[src/rtl/cv32e40p_sleep_ctrl.sv]
// cv32e40p_sleep_ctrl: gates the core clock after a drained WFI and reopens it on interrupt or debug request.
module cv32e40p_sleep_ctrl #(
    parameter  int MAX_OUTSTANDING = 2,
    parameter  int WAKE_CYCLES     = 2,
    localparam int CNT_W           = $clog2(MAX_OUTSTANDING + 1)
) (
    input  logic             clk_i,
    input  logic             rst_i,
    input  logic             fetch_enable_i,
    input  logic             wfi_req_i,
    input  logic             irq_pending_i,
    input  logic             debug_req_i,
    input  logic             bus_req_i,
    input  logic             bus_gnt_i,
    input  logic             bus_rvalid_i,
    output logic             clk_en_o,
    output logic             core_sleep_o,
    output logic             wake_o,
    output logic [CNT_W-1:0] outstanding_o,
    output logic             err_o
);
    typedef enum logic [2:0] {BOOT, RUN, DRAIN, SLEEP, WAKE} state_t;
    state_t state, state_nx;
    logic [3:0] wcnt;
    logic wake_cond, issue, inc, dec;
    assign wake_cond = irq_pending_i | debug_req_i;
    assign issue     = bus_req_i & bus_gnt_i;
    assign inc       = issue & ~bus_rvalid_i;
    assign dec       = bus_rvalid_i & ~issue;
    always_comb begin
        state_nx = state;
        case (state)
            BOOT:    state_nx = fetch_enable_i ? RUN : BOOT;
            RUN:     state_nx = (wfi_req_i && !wake_cond) ? DRAIN : RUN;
            DRAIN:   state_nx = wake_cond ? RUN : (outstanding_o == '0 && !issue) ? SLEEP : DRAIN;
            SLEEP:   state_nx = wake_cond ? WAKE : SLEEP;
            WAKE:    state_nx = (wcnt == 4'd0) ? RUN : WAKE;
            default: state_nx = BOOT;
        endcase
    end
    // Outputs are registered from the next state so they change on the same edge as the state.
    always_ff @(posedge clk_i) begin
        if (rst_i) begin
            state         <= BOOT;
            clk_en_o      <= 1'b0;
            core_sleep_o  <= 1'b0;
            wake_o        <= 1'b0;
            outstanding_o <= '0;
            err_o         <= 1'b0;
            wcnt          <= 4'd0;
        end else begin
            state        <= state_nx;
            clk_en_o     <= state_nx inside {RUN, DRAIN, WAKE};
            core_sleep_o <= state_nx inside {SLEEP, WAKE};
            wake_o       <= state == WAKE && state_nx == RUN;
            wcnt         <= (state_nx == WAKE && state != WAKE) ? 4'(WAKE_CYCLES - 1) :
                            (wcnt != 4'd0) ? wcnt - 4'd1 : wcnt;
            if (state == BOOT) begin
                outstanding_o <= '0;
            end else begin
                if (inc) begin
                    if (outstanding_o == CNT_W'(MAX_OUTSTANDING)) err_o <= 1'b1;
                    else outstanding_o <= outstanding_o + 1'b1;
                end
                if (dec) begin
                    if (outstanding_o == '0) err_o <= 1'b1;
                    else outstanding_o <= outstanding_o - 1'b1;
                end
                if (state == SLEEP && (issue || bus_rvalid_i)) err_o <= 1'b1;
            end
        end
    end
endmodule
[config.mk]
export PLATFORM = sky130hd
export DESIGN_NAME = cv32e40p_sleep_ctrl
export DESIGN_NICKNAME = d
export VERILOG_FILES = /design/src/rtl/cv32e40p_sleep_ctrl.sv
export SDC_FILE = /design/constraint.sdc
export NUM_CORES = 1
export LEC_CHECK = 0
export BUFFER_PORTS_ARGS = -buffer_cell sky130_fd_sc_hd__buf_2
export CAP_MARGIN = 20
export CORE_MARGIN = 3
export CORE_UTILIZATION = 30
export DETAILED_ROUTE_END_ITERATION = 8
export PLACE_DENSITY = 0.59
export SLEW_MARGIN = 5
export SYNTH_ARGS = -nofsm -noshare
export SYNTH_HDL_FRONTEND = slang
export SYNTH_SLANG_ARGS = --single-unit
[constraint.sdc]
create_clock -name clk_i -period 1.6 [get_ports clk_i]
set_clock_uncertainty 0.2 [all_clocks]
set_input_delay 0.16 -clock clk_i [delete_from_list [all_inputs] [get_ports clk_i]]
set_output_delay 0.16 -clock clk_i [all_outputs]
set_load 0.02 [all_outputs]
# --- Yosys cells after proc, flatten, opt, wreduce, memory -nomap -nowiden ---
# Cells that the tools add are included.
totals:
  out_inout_bits: 6
  register_bits: 13
  inputBits: 9
  wordCells: 62
op_classes:
  n_mux: 18
  n_addsub: 3
  eq_ne: 10
  reduce_logical: 17
  bitwise_logic: 6
ops:
  columns: ["operator", "n"]
  rows:
  - ["$pmux W3 S5", 1]
  - ["$eq A3 B2 Y1 const B", 4]
  - ["$mux W2", 6]
  - ["$mux W1", 9]
  - ["$eq A3 B1 Y1 const B", 2]
  - ["$eq A3 B3 Y1 const B", 2]
  - ["$mux W3", 2]
  - ["$logic_and A1 B1 Y1", 5]
  - ["$logic_not A4 Y1", 1]
  - ["$reduce_bool A2 Y1", 2]
  - ["$reduce_bool A4 Y1", 1]
  - ["$reduce_or A2 Y1", 2]
  - ["$sub A4 B1 Y4 const B", 1]
  - ["$and A1 B1 Y1", 3]
  - ["$logic_not A3 Y1", 1]
  - ["$ne A3 B3 Y1 const B", 1]
  - ["$reduce_bool A3 Y1", 1]
  - ["$add A2 B1 Y2 const B", 1]
  - ["$eq A2 B2 Y1 const B", 1]
  - ["$logic_not A1 Y1", 2]
  - ["$logic_not A2 Y1", 1]
  - ["$not A1 Y1", 2]
  - ["$sub A2 B1 Y2 const B", 1]
  - ["$logic_or A1 B1 Y1", 1]
  - ["$or A1 B1 Y1", 1]

# --- Logic depth before layout (Yosys ltp) ---
logic_depth:
  word_depth: 9
  ltp_mapped: 7
  ltp_nobuf: 7

# --- Worst setup path before layout ---
# Ideal clock, no wire load.
synth_timing:
  kind: "reg2reg"
  start: "register outstanding_o[0]"
  end: "register clk_en_o"
  path_buffers: 0
  setup_ps: 87
  path_stages_with_launch: 7
  t_arrival_ps: 1557
  t_required_ps: 1313
  setup_slack_ps: -244
  period_less_slack_ps: 1844
  path_cell_list: "dfxtp_1 inv_1 ha_1 a21boi_0 o21a_1 o31a_1 o31ai_1"
synth_via:
  elab_chain_len: 7
  elab_cells_between_ends: 9
  classes_between: "eq/ne: 3; mux: 3; reduce/logical: 3"
synth_lines:
  columns: ["item", "line_no", "source"]
  rows:
  - ["from (decl)", "19", "output logic [CNT_W-1:0] outstanding_o,"]
  - ["from (signal assigned)", "63", "else outstanding_o <= outstanding_o + 1'b1;"]
  - ["from (signal assigned)", "67", "else outstanding_o <= outstanding_o - 1'b1;"]
  - ["$logic_not A2 Y1 (*)", "35", "DRAIN: state_nx = wake_cond ? RUN : (outstanding_o == '0 && !issue) ? SLEEP : DRAIN;"]
  - ["$logic_and A1 B1 Y1 (*)", "35", null]
  - ["$mux W1 (*)", "35", null]
  - ["$mux W2 (*)", "35", null]
  - ["$pmux W3 S5 (*)", "32", "case (state)"]
  - ["$eq A3 B1 Y1, or another cell as far along", "53", "clk_en_o <= state_nx inside {RUN, DRAIN, WAKE};"]
  - ["$reduce_bool A3 Y1 (*)", "53", null]
  - ["to (signal assigned)", "53", null]
  - ["to (decl)", "16", "output logic clk_en_o,"]
# Every way passes the cells marked *; elsewhere a longest branch is shown, timed or not.
# A chain may end at the register's enable or synchronous reset.

# --- Final worst setup path ---
layout_timing:
  start: "register state[1]"
  end: "register clk_en_o"
layout_via:
  elab_chain_len: 4
  elab_cells_between_ends: 10
  classes_between: "eq/ne: 7; mux: 1; reduce/logical: 2"
layout_lines:
  columns: ["item", "line_no", "source"]
  rows:
  - ["from (decl)", "23", "state_t state, state_nx;"]
  - ["from (signal assigned)", "52", "state <= state_nx;"]
  - ["$eq A3 B3 Y1, or another cell as far along", "32", null]
  - ["$pmux W3 S5 (*)", "32", null]
  - ["$eq A3 B1 Y1, or another cell as far along", "53", null]
  - ["$reduce_bool A3 Y1 (*)", "53", null]
# Marked as above.

==> flow_summary.yaml <==
grt:
  grt_use_met1: 0.1468
  grt_overflow_total: 0
  grt_use_met2: 0.1970
  grt_start_max_net_pins: 14
  grt_use_met3: 0.05517
  busiest_layer: "met2"
  track_usage: 0.1243
  grt_pass1_wl_um: 3063
  antenna_found_initial: 0
  grt_pass1_vias: 716
setup_path:
  critPathMaxStageDelay_ns: 0.46
  required_ns: 1.60
  criticalPathCategory: "reg -> reg"
  crit_slowest_cell: "or4b_1"
  cp-end-kind: "flop"
  cp.buffers_inverters: 0
  critPathTopFamily: "simple AND/OR/NAND/NOR gates"
  worstPathArrival_ns: 1.68
  crit_path_max_fanout: 3
  critPathLaunchType: "flop"
  cp_cell_sequence: "or4b_1 > and3_4 > o31a_1 > o31ai_1"
cts:
  clock-sinks: 13
  cts_tree: "yes"
  cts_buffers: 3
  root_buffer: "clkbuf_4"
  post_cts_buffers: 0
  clock_latency_ns: 0.28
  cts.htree.levels: 1
  cts_buffer_depth: 2
  holdBufCountCts: 0
  path_clk_slew_ns: 0.08
sta:
  tightest_slew_ns: 0.3322
  relSlewSlack: 0.7728
  fmax_mhz: 595.2
  period_share: 1.050
  period_minus_slack_ns: 1.680
  slew_violations: 0
  setup_viol: 4
  setup_ws_ns: -0.08012
  timing.final.hold_violations: 0
  rsz0062_at_grt: "yes"
  setup_tns_ns: -0.1949
  whs_ns: 0.01353
yosys:
  ys_seq_area_frac: 0.3421
  synth-seq-cells: 13
  async_flop_share: 0
  ys_warn_count: 0
  synth_edf_count: 0
  avgSynthCellArea_um2: 8.744
  syn_nets: 105
  netlist_area_um2: 760.7
  syn_inst: 87
  synthFlopType: "dfxtp_1"
  synth_cell_type_count: 30
placement:
  routabilityCongestion: 0.7343
  hpwl_um: 1406
  port_buffers: 14
status:
  violations: "setup timing"
  status: "complete, but fails checks"
job:
  cap_violations: 0
route:
  viasPerCell: 4.905
  wl_per_cell_um: 12.86
  vias: 721
  drt_wl_total_um: 1890
  drt_iter0_markers: 14
  ant_nets: 0
  first_pass_iters: 4
  drc: 0
pwr:
  ir_worst_vdd_v: 0.0006828
  power_density_mw_per_mm2: 1056
  p_leak_uw: 0.0004809
final_layout:
  drive_above_1_share: 0.4706
  diodes: 0
  nNetsFinal: 138
  final_cell_mix: "buf_2, buf_4, nor2_1, dfxtp_1, ha_1"
  syn_to_final_growth_pct: 47.20
die:
  fp.dieArea_mm2: 0.003176
  coreArea_mm2: 0.002297
  die_w_um: 56.36
  die_height_um: 56.36
  io_pins: 15
  start_util: 0.3312
  num_rows: 17
min_path:
  hold_class: "in -> reg"
-- cell type report --
type / instances / area, um2
repair buffers: 30 / 197.7
fillers: 223 / 1177
well taps: 28 / 35.03
flip-flops and latches: 13 / 271.5
multi-input cells: 65 / 560.5
inverters: 7 / 28.78
clock buffers: 4 / 26.28
-- report_power, final --
part,switching (uW),internal [uW]
logic,222,312
clock network,116,96.8
registers,58.9,377
total,397,786
-- final timing paths --
path,start,end,slack (ns),cells past startpoint
max,state[1],clk_en_o,-0.08,4
min,rst_i,err_o,0.01,2
max reg2reg,state[1],clk_en_o,-0.08,4
min reg2reg,err_o,err_o,0.31,2
-- routing by layer --
layer / routed length (um) / vias up
li1: - / 380
met1: 870 / 323
met2: 909 / 16
met3: 94 / 2
met4: 16 / 0
met5: 0 / -
-- repair_timing --
item / in CTS / in global routing
pin swaps: 3 / 9
gates cloned: 0 / 0
endpoints found under the setup margin: 5 / 9
gates resized for setup: 6 / 18
-- cell usage after synthesis, types with 2 or more instances --
cell type / count / area [um2]
nor2b_1: 4 / 25.02
a21oi_1: 3 / 15.01
inv_1: 7 / 26.28
nor3_1: 6 / 30.03
nand3_1: 3 / 15.01
dfxtp_1: 13 / 260.3
clkbuf_1: 2 / 7.510
a2111oi_0: 3 / 26.28
nor3b_1: 2 / 15.01
o21a_1: 2 / 15.01
o31ai_1: 2 / 15.01
xnor2_1: 2 / 17.52
nor4_1: 2 / 12.51
ha_1: 9 / 112.6
nor2_1: 9 / 33.78
o21ai_0: 2 / 10.01
or3_1: 2 / 12.51
a211oi_1: 2 / 15.01
-- logic make-up after synthesis --
| logic type | count (synthesis) | synth area share |
|---|---|---|
| AOI/OAI and AO/OA | 19 | 0.1793 |
| DFF | 13 | 0.3421 |
| and+or+nand+nor | 35 | 0.2631 |
| xor gates and xnor gates | 2 | 0.02303 |
| adders and majority gates | 9 | 0.1480 |
| buffers and inverters | 9 | 0.04442 |
-- stage by stage --
| stage | utilization | setup slack, ns | power [uW] | std cells | instance area, um2 |
|---|---|---|---|---|---|
| 2_1_floorplan | - | -0.04329 | 705.7 | 87 | 777.0 |
| 3_3_place_gp | 0.4330 | -0.07362 | 879.9 | 143 | 994.7 |
| 3_5_place_dp | 0.4330 | -0.08637 | 890.5 | 143 | 994.7 |
| 4_1_cts | 0.4532 | -0.08350 | 1134 | 147 | 1041 |
| 5_1_grt | 0.4875 | -0.1180 | 1283 | 147 | 1120 |
| 6_report | 0.4875 | -0.08012 | 1183 | 147 | 1120 |
-- registers in the layout, indices dropped and copies added, names as in the netlist, named ones only --
signal,count
wake_o,1
outstanding_o,1
wcnt,4
state,3
clk_en_o,1
core_sleep_o,1
err_o,1
Power figures use the tool's default switching activity.
